`src/rtl/gf180mcu_fd_sc_mcu7t5v0__fill_bank_seq_pkg.sv`:
```
// Shared types for the sequenced fill/decap bank controller.
// State encodings match the power controller's view: OFF=0, RAMP_UP=1, ON=2, RAMP_DN=3.
package gf180mcu_fd_sc_mcu7t5v0__fill_bank_seq_pkg;

  typedef enum logic [1:0] {
    S_OFF     = 2'd0,
    S_RAMP_UP = 2'd1,
    S_ON      = 2'd2,
    S_RAMP_DN = 2'd3
  } fbs_state_e;

endpackage

```
`src/rtl/gf180mcu_fd_sc_mcu7t5v0__fill_bank_pick.sv`:
```
// Combinational bank selector: next masked bank to enable, highest enabled bank to drop,
// and whether that step completes the ramp (last) or empties the bank set (empty).
module gf180mcu_fd_sc_mcu7t5v0__fill_bank_pick #(
  parameter int NUM_BANKS = 8
) (
  input  logic [NUM_BANKS-1:0] mask,
  input  logic [NUM_BANKS-1:0] bank_en,
  output logic [NUM_BANKS-1:0] set_oh,
  output logic [NUM_BANKS-1:0] clr_oh,
  output logic                 last,
  output logic                 empty
);

  logic [NUM_BANKS-1:0] free;

  // Enabled banks are always the lowest masked ones, so the next one is the lowest free bit.
  always_comb begin
    free   = mask & ~bank_en;
    set_oh = free & (~free + {{(NUM_BANKS-1){1'b0}}, 1'b1});
  end

  always_comb begin
    clr_oh = '0;
    for (int i = 0; i < NUM_BANKS; i++) begin
      if (bank_en[i]) begin
        clr_oh    = '0;
        clr_oh[i] = 1'b1;
      end
    end
  end

  always_comb begin
    last  = ((bank_en | set_oh) == mask);
    empty = ((bank_en & ~clr_oh) == '0);
  end

endmodule

```
`src/rtl/gf180mcu_fd_sc_mcu7t5v0__fill_bank_seq.sv`:
```
// Sequenced fill/decap bank switch: banks step on low-to-high and off high-to-low,
// STEP+1 cycles apart, to bound inrush when the domain controller toggles EN.
module gf180mcu_fd_sc_mcu7t5v0__fill_bank_seq
  import gf180mcu_fd_sc_mcu7t5v0__fill_bank_seq_pkg::*;
#(
  parameter int NUM_BANKS = 8,
  parameter int CNT_W     = 8
) (
`ifdef USE_POWER_PINS
  inout  wire                  VDD,
  inout  wire                  VSS,
`endif
  input  logic                 CLK,
  input  logic                 RST,
  input  logic                 EN,
  input  logic [CNT_W-1:0]     STEP,
  input  logic [NUM_BANKS-1:0] MASK,
  output logic [NUM_BANKS-1:0] BANK_EN,
  output logic                 READY,
  output logic                 IDLE,
  output logic                 BUSY
);

  fbs_state_e           state_q, state_d;
  logic [CNT_W-1:0]     cnt_q, cnt_d;
  logic [NUM_BANKS-1:0] mask_q, mask_d;
  logic [NUM_BANKS-1:0] bank_en_q, bank_en_d;

  logic [NUM_BANKS-1:0] pick_mask, set_oh, clr_oh;
  logic                 last, empty;

  // In OFF the live MASK input is what gets captured, so the picker looks at it directly.
  assign pick_mask = (state_q == S_OFF) ? MASK : mask_q;

  gf180mcu_fd_sc_mcu7t5v0__fill_bank_pick #(.NUM_BANKS(NUM_BANKS)) u_pick (
    .mask    (pick_mask),
    .bank_en (bank_en_q),
    .set_oh  (set_oh),
    .clr_oh  (clr_oh),
    .last    (last),
    .empty   (empty)
  );

  always_comb begin
    state_d   = state_q;
    cnt_d     = cnt_q;
    mask_d    = mask_q;
    bank_en_d = bank_en_q;
    case (state_q)
      S_OFF: begin
        if (EN) begin
          mask_d    = MASK;
          cnt_d     = STEP;
          bank_en_d = set_oh;
          state_d   = last ? S_ON : S_RAMP_UP;
        end
      end
      S_RAMP_UP: begin
        if (!EN) begin
          bank_en_d = bank_en_q & ~clr_oh;
          cnt_d     = STEP;
          state_d   = empty ? S_OFF : S_RAMP_DN;
        end else if (cnt_q != '0) begin
          cnt_d = cnt_q - CNT_W'(1);
        end else begin
          bank_en_d = bank_en_q | set_oh;
          cnt_d     = STEP;
          if (last) state_d = S_ON;
        end
      end
      S_ON: begin
        if (!EN) begin
          // An empty captured mask has nothing to ramp down.
          if (bank_en_q == '0) begin
            state_d = S_OFF;
          end else begin
            bank_en_d = bank_en_q & ~clr_oh;
            cnt_d     = STEP;
            state_d   = empty ? S_OFF : S_RAMP_DN;
          end
        end
      end
      S_RAMP_DN: begin
        if (EN) begin
          bank_en_d = bank_en_q | set_oh;
          cnt_d     = STEP;
          state_d   = last ? S_ON : S_RAMP_UP;
        end else if (cnt_q != '0) begin
          cnt_d = cnt_q - CNT_W'(1);
        end else begin
          bank_en_d = bank_en_q & ~clr_oh;
          cnt_d     = STEP;
          if (empty) state_d = S_OFF;
        end
      end
      default: state_d = S_OFF;
    endcase
  end

  // Async reset drops every bank at once, even mid-ramp.
  always_ff @(posedge CLK or posedge RST) begin
    if (RST) begin
      state_q   <= S_OFF;
      cnt_q     <= '0;
      mask_q    <= '0;
      bank_en_q <= '0;
    end else begin
      state_q   <= state_d;
      cnt_q     <= cnt_d;
      mask_q    <= mask_d;
      bank_en_q <= bank_en_d;
    end
  end

  assign BANK_EN = bank_en_q;
  assign READY   = (state_q == S_ON);
  assign IDLE    = (state_q == S_OFF);
  assign BUSY    = (state_q == S_RAMP_UP) || (state_q == S_RAMP_DN);

`ifndef FUNCTIONAL
  specify
  endspecify
`endif

endmodule
```
`config.mk`:
```
export PLATFORM = sky130hd
export DESIGN_NAME = gf180mcu_fd_sc_mcu7t5v0__fill_bank_seq
export DESIGN_NICKNAME = d
export VERILOG_FILES = /design/src/rtl/gf180mcu_fd_sc_mcu7t5v0__fill_bank_seq_pkg.sv /design/src/rtl/gf180mcu_fd_sc_mcu7t5v0__fill_bank_pick.sv /design/src/rtl/gf180mcu_fd_sc_mcu7t5v0__fill_bank_seq.sv
export SDC_FILE = /design/constraint.sdc
export NUM_CORES = 1
export LEC_CHECK = 0
export BUFFER_PORTS_ARGS = -buffer_cell sky130_fd_sc_hd__buf_2
export CAP_MARGIN = 20
export CORE_ASPECT_RATIO = 0.9
export CORE_MARGIN = 1
export CORE_UTILIZATION = 57
export CTS_CLUSTER_SIZE = 16
export DETAILED_ROUTE_END_ITERATION = 8
export GPL_TIMING_DRIVEN = 0
export PLACE_DENSITY = 0.8
export REMOVE_ABC_BUFFERS = 1
export SLEW_MARGIN = 20
export SYNTH_ARGS = -nofsm -noshare
export SYNTH_HDL_FRONTEND = slang
export SYNTH_SLANG_ARGS = --single-unit
```
`constraint.sdc`:
```
create_clock -name CLK -period 2.3 [get_ports CLK]
set_input_delay 0.46 -clock CLK [delete_from_list [all_inputs] [get_ports CLK]]
set_output_delay 0.46 -clock CLK [all_outputs]
set_load 0.03 [all_outputs]
```
==> metrics.md <==
| Metric | Value |
|---|---|
| Status | complete, but fails checks |
| Failing checks | negative setup slack |
| CTS tree | yes |
| NetSw | 2.111 mW |
| Pleak | 1.058 nW |
| DRC | 0 |
| RSZ-0062 raised after global routing | yes |
| Dominant cell type by area after synthesis | dfrtp_1 |
| Top Family by Delay on Critical Path | compound AO/OA/AOI/OAI gates |
| Worst Setup End Kind | register |
| Cell Pwr Density | 1629 nW/um^2 |
| Worst path required time | 2.47 ns |
| Clk Latency, worst-skew pair | 0.28 ns |
| Fmax | 413.9 MHz |
| Crit start category | register |
| H-tree depth | 1 |
| Synth Cell Area | 2062 um^2 |
| Post-synth EDFFs | 0 |
| # rows | 20 |
| Port bufs | 29 |
| Layout net count | 309 |
| Core area | 3428 um^2 |
| Max clock buf depth | 2 |
| Critical path depth | 8 |
| Fin crit share | 1.051 |
| Slew @ Worst Pin | 0.5628 ns |
| Post-DR wirelength/cell | 18.66 um |
| Critical-path top delay cell | dfrtp_4 |
| Synth top area share | 0.3155 |
| Clock Pin Slew Worst Setup and Hold Paths | 0.10 ns |
| Reg2Reg Launch Point | state_q[0] |
| Placed cell count | 304 |
| Initial antenna violation count | 0 |
| Crit-path max cell delay | 0.54 ns |
| Share of power burned in registers | 0.240 |
| N_diodes | 0 |
| Asr flop ratio synth | 1.000 |
| Clock network power share | 0.093 |
| Layout cells sized above 1 | 0.3819 |
| Most instantiated cells after synthesis | 26 x dfrtp_1, 24 x o21ai_0, 23 x a21oi_1, 17 x nor2_1, 15 x nand2_1 |
| Routed WL | 6194 um |
| Setup Viol. Count Final | 2 |
| Avg Inst Size Synth | 8.348 um^2 |
| Relative slew slack | 0.6243 |
| Full die area | 3863 um^2 |
| Hold Vio Cnt, Final | 0 |
| CTS Buf Count | 3 |
| CP bufs+invs | 2 |
| R2r worst-path depth | 8 |
| Peak VDD IR | 0.0008020 V |
| Area delta synth->final | 26.58% |
| Worst setup path class | reg -> reg |
| Total Power | 4.253 mW |
| Max Slew Vio Count | 0 |
| Dominant synthesized flop cell | dfrtp_1 |
| First-pass GRT wire length | 9321 um |
| Worst hold margin | 0.2174 ns |
| DRT iter0 DRCs | 233 |
| Via/cell ratio | 6.681 |
| Number of iterations in the first detailed-routing pass | 5 |
| Root buffer cell | clkbuf_8 |
| Cells after Synth | 247 |
| DR vias | 2218 |
| Final Skew | 0.005810 ns |
| Sw frac | 0.4965 |
| Cell Int Power | 2.141 mW |
| Comb pwr share | 0.667 |
| YS warnings | 0 |
| Pin count of the biggest net entering global routing | 27 |
| Placer Congestion | 0.9276 |
| Setup WS post-layout | -0.1162 ns |
| Chip Width | 65.40 um |
| GR Util All Layers | 0.3130 |
| Clock Sinks | 26 |
| Vias in the first global route | 1920 |
| Hpwl dp | 3601 um |
| Synth cell types | 63 |
| Most common cell in the synthesized netlist | dfrtp_1 |
| CP Max Fanout | 6 |
| Detail Route Antenna Nets | 0 |
| Fin crit period | 2.416 ns |
| Non-Filler Instances | 332 |
| CP Data Arrival Time | 2.58 ns |
| Die extent in y | 59.06 um |
| Initial Util | 0.6015 |
| Number of synthesized register bits | 26 |
| Worst R2R End | state_q[0] |
| Flop2flop setup slack | -0.12 ns |
| Top area cells in the synthesized netlist | dfrtp_1 32%, o21ai_0 5.8%, a21oi_1 5.6% |
| CP cell instances | buf_4, buf_4, o21ai_2, a21o_1, nand4_4, a2111oi_4, o21ai_2, a311o_1 |
| IO Count | 30 |
| Register area share after synthesis | 0.3155 |
| # hold bufs at CTS | 0 |
| Fillers | 222 |
| Worst hold path class | in -> async |
| Max-Cap Viols | 0 |
| Global route overflow | 0 |
## power groups by stage
stage | logic, mW | registers (mW) | clock network [mW]
final | 2.84 | 1.02 | 0.397
after detailed placement | 2.03 | 1.03 | 0
after global routing | 3.03 | 1.05 | 0.418
after floorplan | 1.52 | 1.04 | 0
after global placement | 1.99 | 1.01 | 0
after CTS | 2.23 | 0.983 | 0.397
## kinds of logic (layout without fill, tap and decap cells)
family / count (synthesis) / in the layout / synth area share
muxes: 10 / 10 / 0.05401
and+or+nand+nor: 82 / 82 / 0.2178
AOI/OAI and AO/OA: 97 / 97 / 0.3295
adders and majority gates: 3 / 3 / 0.01578
buffers and inverters: 28 / 69 / 0.06310
xor gates and xnor gates: 1 / 1 / 0.004248
DFF: 26 / 26 / 0.3155
## through the flow
| stage | TNS, ns | area, um^2 | setup slack, ns | utilization |
|---|---|---|---|---|
| 3_3_place_gp | -5.305 | 2182 | -0.7552 | 0.6365 |
| 3_5_place_dp | -6.311 | 2182 | -0.7994 | 0.6365 |
| 2_1_floorplan | -1.271 | 1982 | -0.5352 | - |
| 6_report | -0.1781 | 2610 | -0.1162 | 0.7613 |
| 4_1_cts | -0.1146 | 2346 | -0.1146 | 0.6843 |
| 5_1_grt | -0.3027 | 2610 | -0.1812 | 0.7613 |
## flip-flops by register name, indices dropped and copies added, names as in the netlist
name	flops
mask_q	8
BANK_EN	8
state_q	2
cnt_q	8
## timing repair
item | 4_1_cts | 5_1_grt
resized for setup | 11 | 40
endpoints found under the setup margin | 22 | 13
setup buffers | 8 | 16
pin swaps | 0 | 10
## how the worst max path moves through the flow
stage,startpoint,endpoint,slack [ns]
6_report,state_q[0],state_q[0],-0.12
5_1_grt,state_q[0],state_q[0],-0.18
4_1_cts,state_q[1],state_q[0],-0.11
3_5_place_dp,state_q[0],state_q[0],-0.80
3_3_place_gp,state_q[0],state_q[0],-0.76
2_1_floorplan,state_q[0],state_q[0],-0.54
## placed cells by master (no fill, tap or decap), drive strengths merged, types with 2 or more instances in the layout
cell,Yosys,final
buf,7,53
o21ai,27,27
dfrtp,26,26
a21oi,23,23
nor2,17,17
nand2,15,15
inv,11,11
nor3,10,10
mux2,9,9
nand3,9,9
a31oi,9,9
o211ai,6,6
or3b,5,5
a211oi,5,5
nor2b,4,4
or3,3,3
nor4b,3,3
o31ai,3,3
clkbuf,9,3
or2,3,3
and3,3,3
and2,2,2
a311oi,2,2
a21o,2,2
maj3,2,2
o2bb2ai,2,2
a32o,2,2
nand4,2,2
a22oi,2,2
## layout make-up
class	instances	area (um^2)	share of cell area
repair buffers	53	336.6	0.1290
multi-input cells	193	1439	0.5513
clock inverters	1	30.03	0.01151
well taps	44	55.05	0.02109
inverters	12	50.05	0.01918
clock buffers	3	41.29	0.01582
flip-flops and latches	26	658.1	0.2522
## routing by layer
metal / track usage / wire length [um] / up-vias
met1: 0.4551 / 2611 / 1048
met4: 0.08696 / 192 / 0
met3: 0.05000 / 575 / 21
met2: 0.4801 / 2815 / 131
li1: - / - / 1018
met5: 0 / 0 / -
No activity file was read; power rests on OpenSTA's default activity.
